## src/rtl/lsu_wb_sender_if.sv

```systemverilog
// lsu_wb_sender_if: LSU <-> memory request/response bus.
// Master drives requests, slave answers with gnt/rvalid.
interface lsu_wb_sender_if #(
  parameter int AW = 32
);
  logic          mem_req;
  logic          mem_we;
  logic [AW-1:0] mem_addr;
  logic [31:0]   mem_wdata;
  logic [3:0]    mem_wmask;
  logic          mem_gnt;
  logic          mem_rvalid;
  logic [31:0]   mem_rdata;

  modport master (
    output mem_req, mem_we, mem_addr,
    output mem_wdata, mem_wmask,
    input  mem_gnt, mem_rvalid, mem_rdata
  );

  modport slave (
    input  mem_req, mem_we, mem_addr,
    input  mem_wdata, mem_wmask,
    output mem_gnt, mem_rvalid, mem_rdata
  );
endinterface

```

## src/rtl/lsu_wb_sender.sv

```systemverilog
// lsu_wb_sender: LSU back end, one access per instruction.
// Latches the EXU op, runs the bus, holds result for WBU.
module lsu_wb_sender #(
  parameter int AW = 32
) (
  input  logic        clk,
  input  logic        rst,
  input  logic        EXU_valid,
  output logic        LSU_ready,
  input  logic [31:0] res,
  input  logic [31:0] wdata,
  input  logic        memr,
  input  logic        memw,
  input  logic [2:0]  funct3,
  input  logic        memtoreg,
  input  logic        regw,
  lsu_wb_sender_if.master mem,
  output logic        LSU_valid,
  input  logic        WBU_ready,
  output logic [31:0] dataout,
  output logic [31:0] res_o,
  output logic        memtoreg_o,
  output logic        regw_o,
  output logic        lsu_err
);

  typedef enum logic [1:0] {
    IDLE, REQ, WAIT, DONE
  } state_t;

  state_t state_q, state_d;

  logic [31:0]   res_q, dout_q, wdat_q;
  logic [AW-1:0] addr_q;
  logic [3:0]    wmask_q;
  logic [2:0]    f3_q;
  logic [1:0]    off_q;
  logic          we_q, ld_q;
  logic          mt_q, regw_q, err_q;

  logic          accept;
  logic [1:0]    off;
  logic          acc, is_st, mis, bad_f3;
  logic [3:0]    mask;
  logic [31:0]   w, ld_fmt;

  assign accept = EXU_valid & LSU_ready;
  assign off    = res[1:0];
  assign acc    = memr | memw;
  assign is_st  = memw & ~memr;

  // Access decode on the incoming op.
  always_comb begin
    mis    = 1'b0;
    bad_f3 = 1'b0;
    mask   = 4'b1111;
    unique case (1'b1)
      (funct3[1:0] == 2'b00): begin
        mask = 4'b0001 << off;
      end
      (funct3[1:0] == 2'b01): begin
        mask = 4'b0011 << off;
        mis  = acc & off[0];
      end
      default: begin
        mis  = acc & (off != 2'b00);
      end
    endcase
    if (memr) begin
      unique case (funct3)
        3'b000, 3'b001, 3'b010,
        3'b100, 3'b101: bad_f3 = 1'b0;
        default:        bad_f3 = 1'b1;
      endcase
    end
  end

  // Load lane extract and sign/zero extension.
  always_comb begin
    w = mem.mem_rdata >> {off_q, 3'b000};
    unique case (f3_q)
      3'b000:  ld_fmt = {{24{w[7]}}, w[7:0]};
      3'b001:  ld_fmt = {{16{w[15]}}, w[15:0]};
      3'b100:  ld_fmt = {24'd0, w[7:0]};
      3'b101:  ld_fmt = {16'd0, w[15:0]};
      default: ld_fmt = w;
    endcase
  end

  // State register.
  always_ff @(posedge clk) begin
    if (!rst) state_q <= IDLE;
    else      state_q <= state_d;
  end

  // Next-state logic.
  always_comb begin
    state_d = state_q;
    unique case (state_q)
      IDLE: if (accept)
              state_d = (acc & ~mis) ? REQ : DONE;
      REQ:  if (mem.mem_gnt)    state_d = WAIT;
      WAIT: if (mem.mem_rvalid) state_d = DONE;
      DONE: if (WBU_ready)      state_d = IDLE;
      default: state_d = IDLE;
    endcase
  end

  // Latch op at accept, capture response in WAIT.
  always_ff @(posedge clk) begin
    if (!rst) begin
      res_q   <= '0;
      dout_q  <= '0;
      wdat_q  <= '0;
      addr_q  <= '0;
      wmask_q <= '0;
      f3_q    <= '0;
      off_q   <= '0;
      we_q    <= 1'b0;
      ld_q    <= 1'b0;
      mt_q    <= 1'b0;
      regw_q  <= 1'b0;
      err_q   <= 1'b0;
    end else if (accept) begin
      res_q   <= res;
      dout_q  <= '0;
      wdat_q  <= wdata << {off, 3'b000};
      addr_q  <= {res[AW-1:2], 2'b00};
      wmask_q <= (is_st & ~mis) ? mask : 4'b0000;
      f3_q    <= funct3;
      off_q   <= off;
      we_q    <= is_st;
      ld_q    <= memr;
      mt_q    <= memtoreg;
      regw_q  <= regw & ~mis;
      err_q   <= mis | bad_f3;
    end else if (state_q == WAIT &&
                 mem.mem_rvalid) begin
      dout_q  <= ld_q ? ld_fmt : 32'd0;
    end
  end

  assign LSU_ready     = rst & (state_q == IDLE);
  assign LSU_valid     = (state_q == DONE);
  assign mem.mem_req   = (state_q == REQ);
  assign mem.mem_we    = we_q;
  assign mem.mem_addr  = addr_q;
  assign mem.mem_wdata = wdat_q;
  assign mem.mem_wmask = wmask_q;
  assign dataout       = dout_q;
  assign res_o         = res_q;
  assign memtoreg_o    = mt_q;
  assign regw_o        = regw_q;
  assign lsu_err       = err_q;

endmodule

```

## src/flat_wrapper.sv

```systemverilog
// flat-port wrapper written by rule: the top's interface ports become plain ports
module lsu_wb_sender_flat 
#(
  parameter int AW = 32
)
  (clk, rst, EXU_valid, LSU_ready, res, wdata, memr, memw, funct3, memtoreg, regw, LSU_valid, WBU_ready, dataout, res_o, memtoreg_o, regw_o, lsu_err, mem_mem_req, mem_mem_we, mem_mem_addr, mem_mem_wdata, mem_mem_wmask, mem_mem_gnt, mem_mem_rvalid, mem_mem_rdata);
  lsu_wb_sender_if #(.AW(AW)) mem_i ();
  input  logic clk;
  input  logic rst;
  input  logic EXU_valid;
  output logic LSU_ready;
  input  logic [31:0] res;
  input  logic [31:0] wdata;
  input  logic memr;
  input  logic memw;
  input  logic [2:0] funct3;
  input  logic memtoreg;
  input  logic regw;
  output logic LSU_valid;
  input  logic WBU_ready;
  output logic [31:0] dataout;
  output logic [31:0] res_o;
  output logic memtoreg_o;
  output logic regw_o;
  output logic lsu_err;
  output wire logic [$bits(mem_i.mem_req)-1:0] mem_mem_req;
  output wire logic [$bits(mem_i.mem_we)-1:0] mem_mem_we;
  output wire logic [$bits(mem_i.mem_addr)-1:0] mem_mem_addr;
  output wire logic [$bits(mem_i.mem_wdata)-1:0] mem_mem_wdata;
  output wire logic [$bits(mem_i.mem_wmask)-1:0] mem_mem_wmask;
  input wire logic [$bits(mem_i.mem_gnt)-1:0] mem_mem_gnt;
  input wire logic [$bits(mem_i.mem_rvalid)-1:0] mem_mem_rvalid;
  input wire logic [$bits(mem_i.mem_rdata)-1:0] mem_mem_rdata;
  assign mem_mem_req = mem_i.mem_req;
  assign mem_mem_we = mem_i.mem_we;
  assign mem_mem_addr = mem_i.mem_addr;
  assign mem_mem_wdata = mem_i.mem_wdata;
  assign mem_mem_wmask = mem_i.mem_wmask;
  assign mem_i.mem_gnt = mem_mem_gnt;
  assign mem_i.mem_rvalid = mem_mem_rvalid;
  assign mem_i.mem_rdata = mem_mem_rdata;
  lsu_wb_sender #(.AW(AW)) u_core (.clk(clk), .rst(rst), .EXU_valid(EXU_valid), .LSU_ready(LSU_ready), .res(res), .wdata(wdata), .memr(memr), .memw(memw), .funct3(funct3), .memtoreg(memtoreg), .regw(regw), .mem(mem_i), .LSU_valid(LSU_valid), .WBU_ready(WBU_ready), .dataout(dataout), .res_o(res_o), .memtoreg_o(memtoreg_o), .regw_o(regw_o), .lsu_err(lsu_err));
endmodule
```

## config.mk

```make
export PLATFORM = sky130hd
export DESIGN_NAME = lsu_wb_sender_flat
export DESIGN_NICKNAME = d
export VERILOG_FILES = /design/src/rtl/lsu_wb_sender_if.sv /design/src/rtl/lsu_wb_sender.sv /design/src/flat_wrapper.sv
export SDC_FILE = /design/constraint.sdc
export NUM_CORES = 1
export LEC_CHECK = 0
export CORE_UTILIZATION = 41
export CTS_CLUSTER_DIAMETER = 150
export DETAILED_ROUTE_END_ITERATION = 8
export GPL_TIMING_DRIVEN = 0
export PLACE_DENSITY = 0.81
export SLEW_MARGIN = 10
export SYNTH_ARGS = -nofsm -noshare
export SYNTH_HDL_FRONTEND = slang
export SYNTH_SLANG_ARGS = --single-unit
```

## constraint.sdc

```tcl
create_clock -name clk -period 2.4 [get_ports clk]
set_input_delay 0.6 -clock clk [delete_from_list [all_inputs] [get_ports clk]]
set_output_delay 0.6 -clock clk [all_outputs]
set_load 0.02 [all_outputs]
```

==> metrics.md <==
| Metric | Value |
|---|---|
| Commonest non-fill, non-tap cells in the layout | `clkdlybuf4s50_1, dfxtp_1, nand2_1` |
| Total CTS buffers | `9` |
| Pins over their slew limit | `0` |
| Seq. cell area | `2200 sq um` |
| Clock Skew | `0.00777 ns` |
| All-Layer GR Usage | `27.0%` |
| Worst reg-to-reg path cell count | `8` |
| PortBufs | `244` |
| CP max FO | `10` |
| First-pass GRT wire length | `26.9 mm` |
| Max_cap viols | `0` |
| Global placement routability congestion | `0.849` |
| # DRC | `0` |
| Hold_sp | `u_core.mem.mem_wdata[23]$_SDFFE_PN0P_` |
| Hold_ws | `0.446 ns` |
| Antenna violations before repair | `0` |
| RSZ-0062 raised after global routing | `false` |
| Reg2reg setup slack | `0.15 ns` |
| #FFs+latches synth | `110` |
| Via-per-instance ratio | `5.33` |
| Mapped Area | `5060 sq um` |
| GR Overflow Total | `0` |
| Avg Cell Area, Syn | `9.05 sq um` |
| Pleak | `3.18 nW` |
| Max-slew headroom | `59.3%` |
| Final nets | `927` |
| TritonCTS clock tree | `yes` |
| Crit Path Category | `in2reg` |
| EDFF count, synth | `0` |
| Share of cells above drive strength 1 | `9.54%` |
| Num Clock Sinks | `110` |
| Clk_lat worst skew | `0.35 ns` |
| Cell count after synthesis | `559` |
| Area post-placement | `7690 sq um` |
| Critical Path AT | `2.61 ns` |
| Finished Cell Area | `7980 sq um` |
| Hold depth | `2` |
| Min cycle time layout | `2.31 ns` |
| Required @ worst endpoint | `2.69 ns` |
| Die width | `113 um` |
| CP Launch Type | `input port` |
| Sequential fraction of the synthesis area | `43.5%` |
| Initial Util | `42.1%` |
| Worst path max stage delay | `0.63 ns` |
| Cell with the largest stage delay on the worst path | `a2111oi_4` |
| R2r startpoint | `u_core.state_q[0]$_SDFFE_PN0P_` |
| Core Area | `12000 sq um` |
| CTS Buffer Depth | `2` |
| Avg WL per Cell | `18.0 um` |
| Critical-path cell list | `clkdlybuf4s50_1, and3_1, buf_4, nand2_2, a2111oi_4, buf_6, a221o_1` |
| Clock Tree Root | `clkbuf_16` |
| Rows | `40` |
| Placed insts | `951` |
| PwrDens | `775 nW/um^2` |
| Post-synthesis async set-or-reset flop share | `0%` |
| DRT Pass-1 Iters | `5` |
| Die Span Y | `113 um` |
| Via count | `5145` |
| Vias in the first global route | `5273` |
| Setup violators final | `0` |
| Main flop type after synthesis | `dfxtp_1` |
| Post-route insts no fill | `965` |
| Class of the worst hold path | `reg2reg` |
| DRT Wirelength | `17.3 mm` |
| Worst Hold End | `u_core.mem.mem_wdata[23]$_SDFFE_PN0P_` |
| Tightest Pin Transition | `0.610 ns` |
| Most common cell after layout, fill and taps aside | `clkdlybuf4s50_1` |
| Run status | `complete, no violations` |
| Ys Warns | `0` |
| Fmax achieved | `432 MHz` |
| Post-CTS Hold Buffers | `0` |
| DRT iter0 DRCs | `381` |
| H-tree levels | `3` |
| Inserted Diodes | `0` |
| Multi-input logic area | `2420 sq um` |
| Largest net degree at the start of global routing | `20` |
| Die area | `12800 sq um` |
| ANT nets after route | `0` |
| Area Overhead vs Synth | `57.6%` |
| VDD IR max | `0.000469 V` |
| Period utilisation layout | `96.4%` |
| Detailed placement HPWL | `13.6 mm` |
| Fillers | `958` |
| Clock Pin Slew Worst Setup and Hold Paths | `0.07 ns` |
| Reg-to-Reg End | `u_core.dataout[17]$_SDFFE_PP0P_` |
| I/O Pins | `248` |
| Setup_tns | `0 ns` |
| Netlist cell types | `48` |
| Critical Path End Type | `flip-flop` |
| Fin. Hold Viols | `0` |
layout make-up:
class	instances	area share [%]
Timing Repair Buffer	244	30.6
Multi-Input combinational cell	373	30.4
Sequential cell	110	27.6
Buffer	71	5.24
Clock buffer	10	2.87
Tap cell	147	2.31
Clock inverter	6	0.769
Inverter	4	0.188
worst max-delay path: cells and delay by family:
family	cells	cell delay [ns]
buffers and inverters	3	0.93
AO/OA/AOI/OAI	2	0.75
AND/OR/NAND/NOR	2	0.33
Yosys cell counts (2+ instances only):
| library cell | n | share of area, % |
|---|---|---|
| a211o_1 | 9 | 1.6 |
| nor2_1 | 23 | 1.7 |
| buf_6 | 2 | 0.45 |
| buf_2 | 7 | 0.69 |
| inv_1 | 3 | 0.22 |
| mux2_2 | 2 | 0.45 |
| or2_2 | 2 | 0.25 |
| buf_1 | 5 | 0.37 |
| mux4_2 | 8 | 3.6 |
| ha_1 | 5 | 1.2 |
| nand2_1 | 107 | 7.9 |
| nand3_1 | 39 | 3.9 |
| a31o_1 | 2 | 0.35 |
| mux2i_1 | 25 | 4.9 |
| a22oi_1 | 8 | 1.2 |
| or2_1 | 2 | 0.25 |
| a21oi_1 | 22 | 2.2 |
| a22o_1 | 9 | 1.6 |
| a221o_1 | 16 | 3.2 |
| mux2_1 | 6 | 1.3 |
| and3_1 | 2 | 0.25 |
| a32o_1 | 8 | 1.6 |
| clkbuf_1 | 25 | 1.9 |
| o2bb2ai_1 | 7 | 1.2 |
| dfxtp_1 | 110 | 44 |
| o21ai_0 | 9 | 0.89 |
| o21ai_1 | 23 | 2.3 |
| buf_4 | 34 | 5.0 |
| nand3b_1 | 7 | 1.0 |
| nor2b_1 | 14 | 1.7 |
per-stage QoR:
stage          setup slack, ns  utilization (%)  power, W
5_1_grt                0.00250             66.4   0.00647
4_1_cts                 0.0958             66.4   0.00621
2_1_floorplan            0.433                -   0.00362
6_report                0.0857             66.4   0.00618
3_5_place_dp            -0.382             64.0   0.00472
3_3_place_gp            -0.304             64.0   0.00466
logic make-up after synthesis:
| group | count (synthesis) | share of synthesized area [%] |
|---|---|---|
| AOI/OAI and AO/OA | 122 | 18.0 |
| xor gates and xnor gates | 1 | 0.173 |
| adders and majority gates | 5 | 1.24 |
| buffers and inverters | 77 | 8.70 |
| DFF | 110 | 43.5 |
| muxes | 41 | 10.3 |
| other | 1 | 0.0741 |
| and+or+nand+nor | 202 | 18.0 |
metal layers:
metal	global-route usage, %	vias to the layer above	routed length, um
li1	-	2456	-
met1	30.4	2442	7050
met2	48.3	211	8730
met3	6.80	36	1060
met4	11.2	0	495
met5	0	-	0
timing repair:
item / CTS / global route
pin swaps: 0 / 0
buffers inserted: 0 / 0
setup endpoints to repair: 4 / 1
gates resized for setup: 2 / 1
endpoints found under the hold margin: 0 / 0
report_power, final:
group	internal [W]	leakage [nW]	switching [W]
registers	0.00205	0.896	0.000174
logic	0.00117	2.14	0.00129
clock network	0.000809	0.143	0.000682
total	0.00404	3.18	0.00215
state kept, by name, summed over array words and instances (netlist names), 2 cells and up:
| signal | count |
|---|---|
| u_core.dataout | 32 |
| u_core.mem.mem_wdata | 32 |
| u_core.f3_q | 3 |
| u_core.res_o | 31 |
| u_core.state_q | 2 |
| u_core.mem.mem_wmask | 4 |
worst max-delay path by stage:
stage	start	endpoint	slack, ns	depth (start not counted)
6_report	mem_mem_rvalid	u_core.dataout[17]$_SDFFE_PP0P_	0.09	7
3_3_place_gp	res[1]	u_core.mem.mem_wdata[29]$_SDFFE_PN0P_	-0.30	6
5_1_grt	u_core.state_q[0]$_SDFFE_PN0P_	u_core.dataout[28]$_SDFFE_PP0P_	0.003	8
4_1_cts	mem_mem_rvalid	u_core.dataout[25]$_SDFFE_PP0P_	0.1	7
3_5_place_dp	res[1]	u_core.mem.mem_wdata[29]$_SDFFE_PN0P_	-0.38	6
2_1_floorplan	u_core.state_q[0]$_SDFFE_PN0P_	u_core.dataout[24]$_SDFFE_PP0P_	0.43	9
Note: power is estimated with default switching activity, not from simulation.
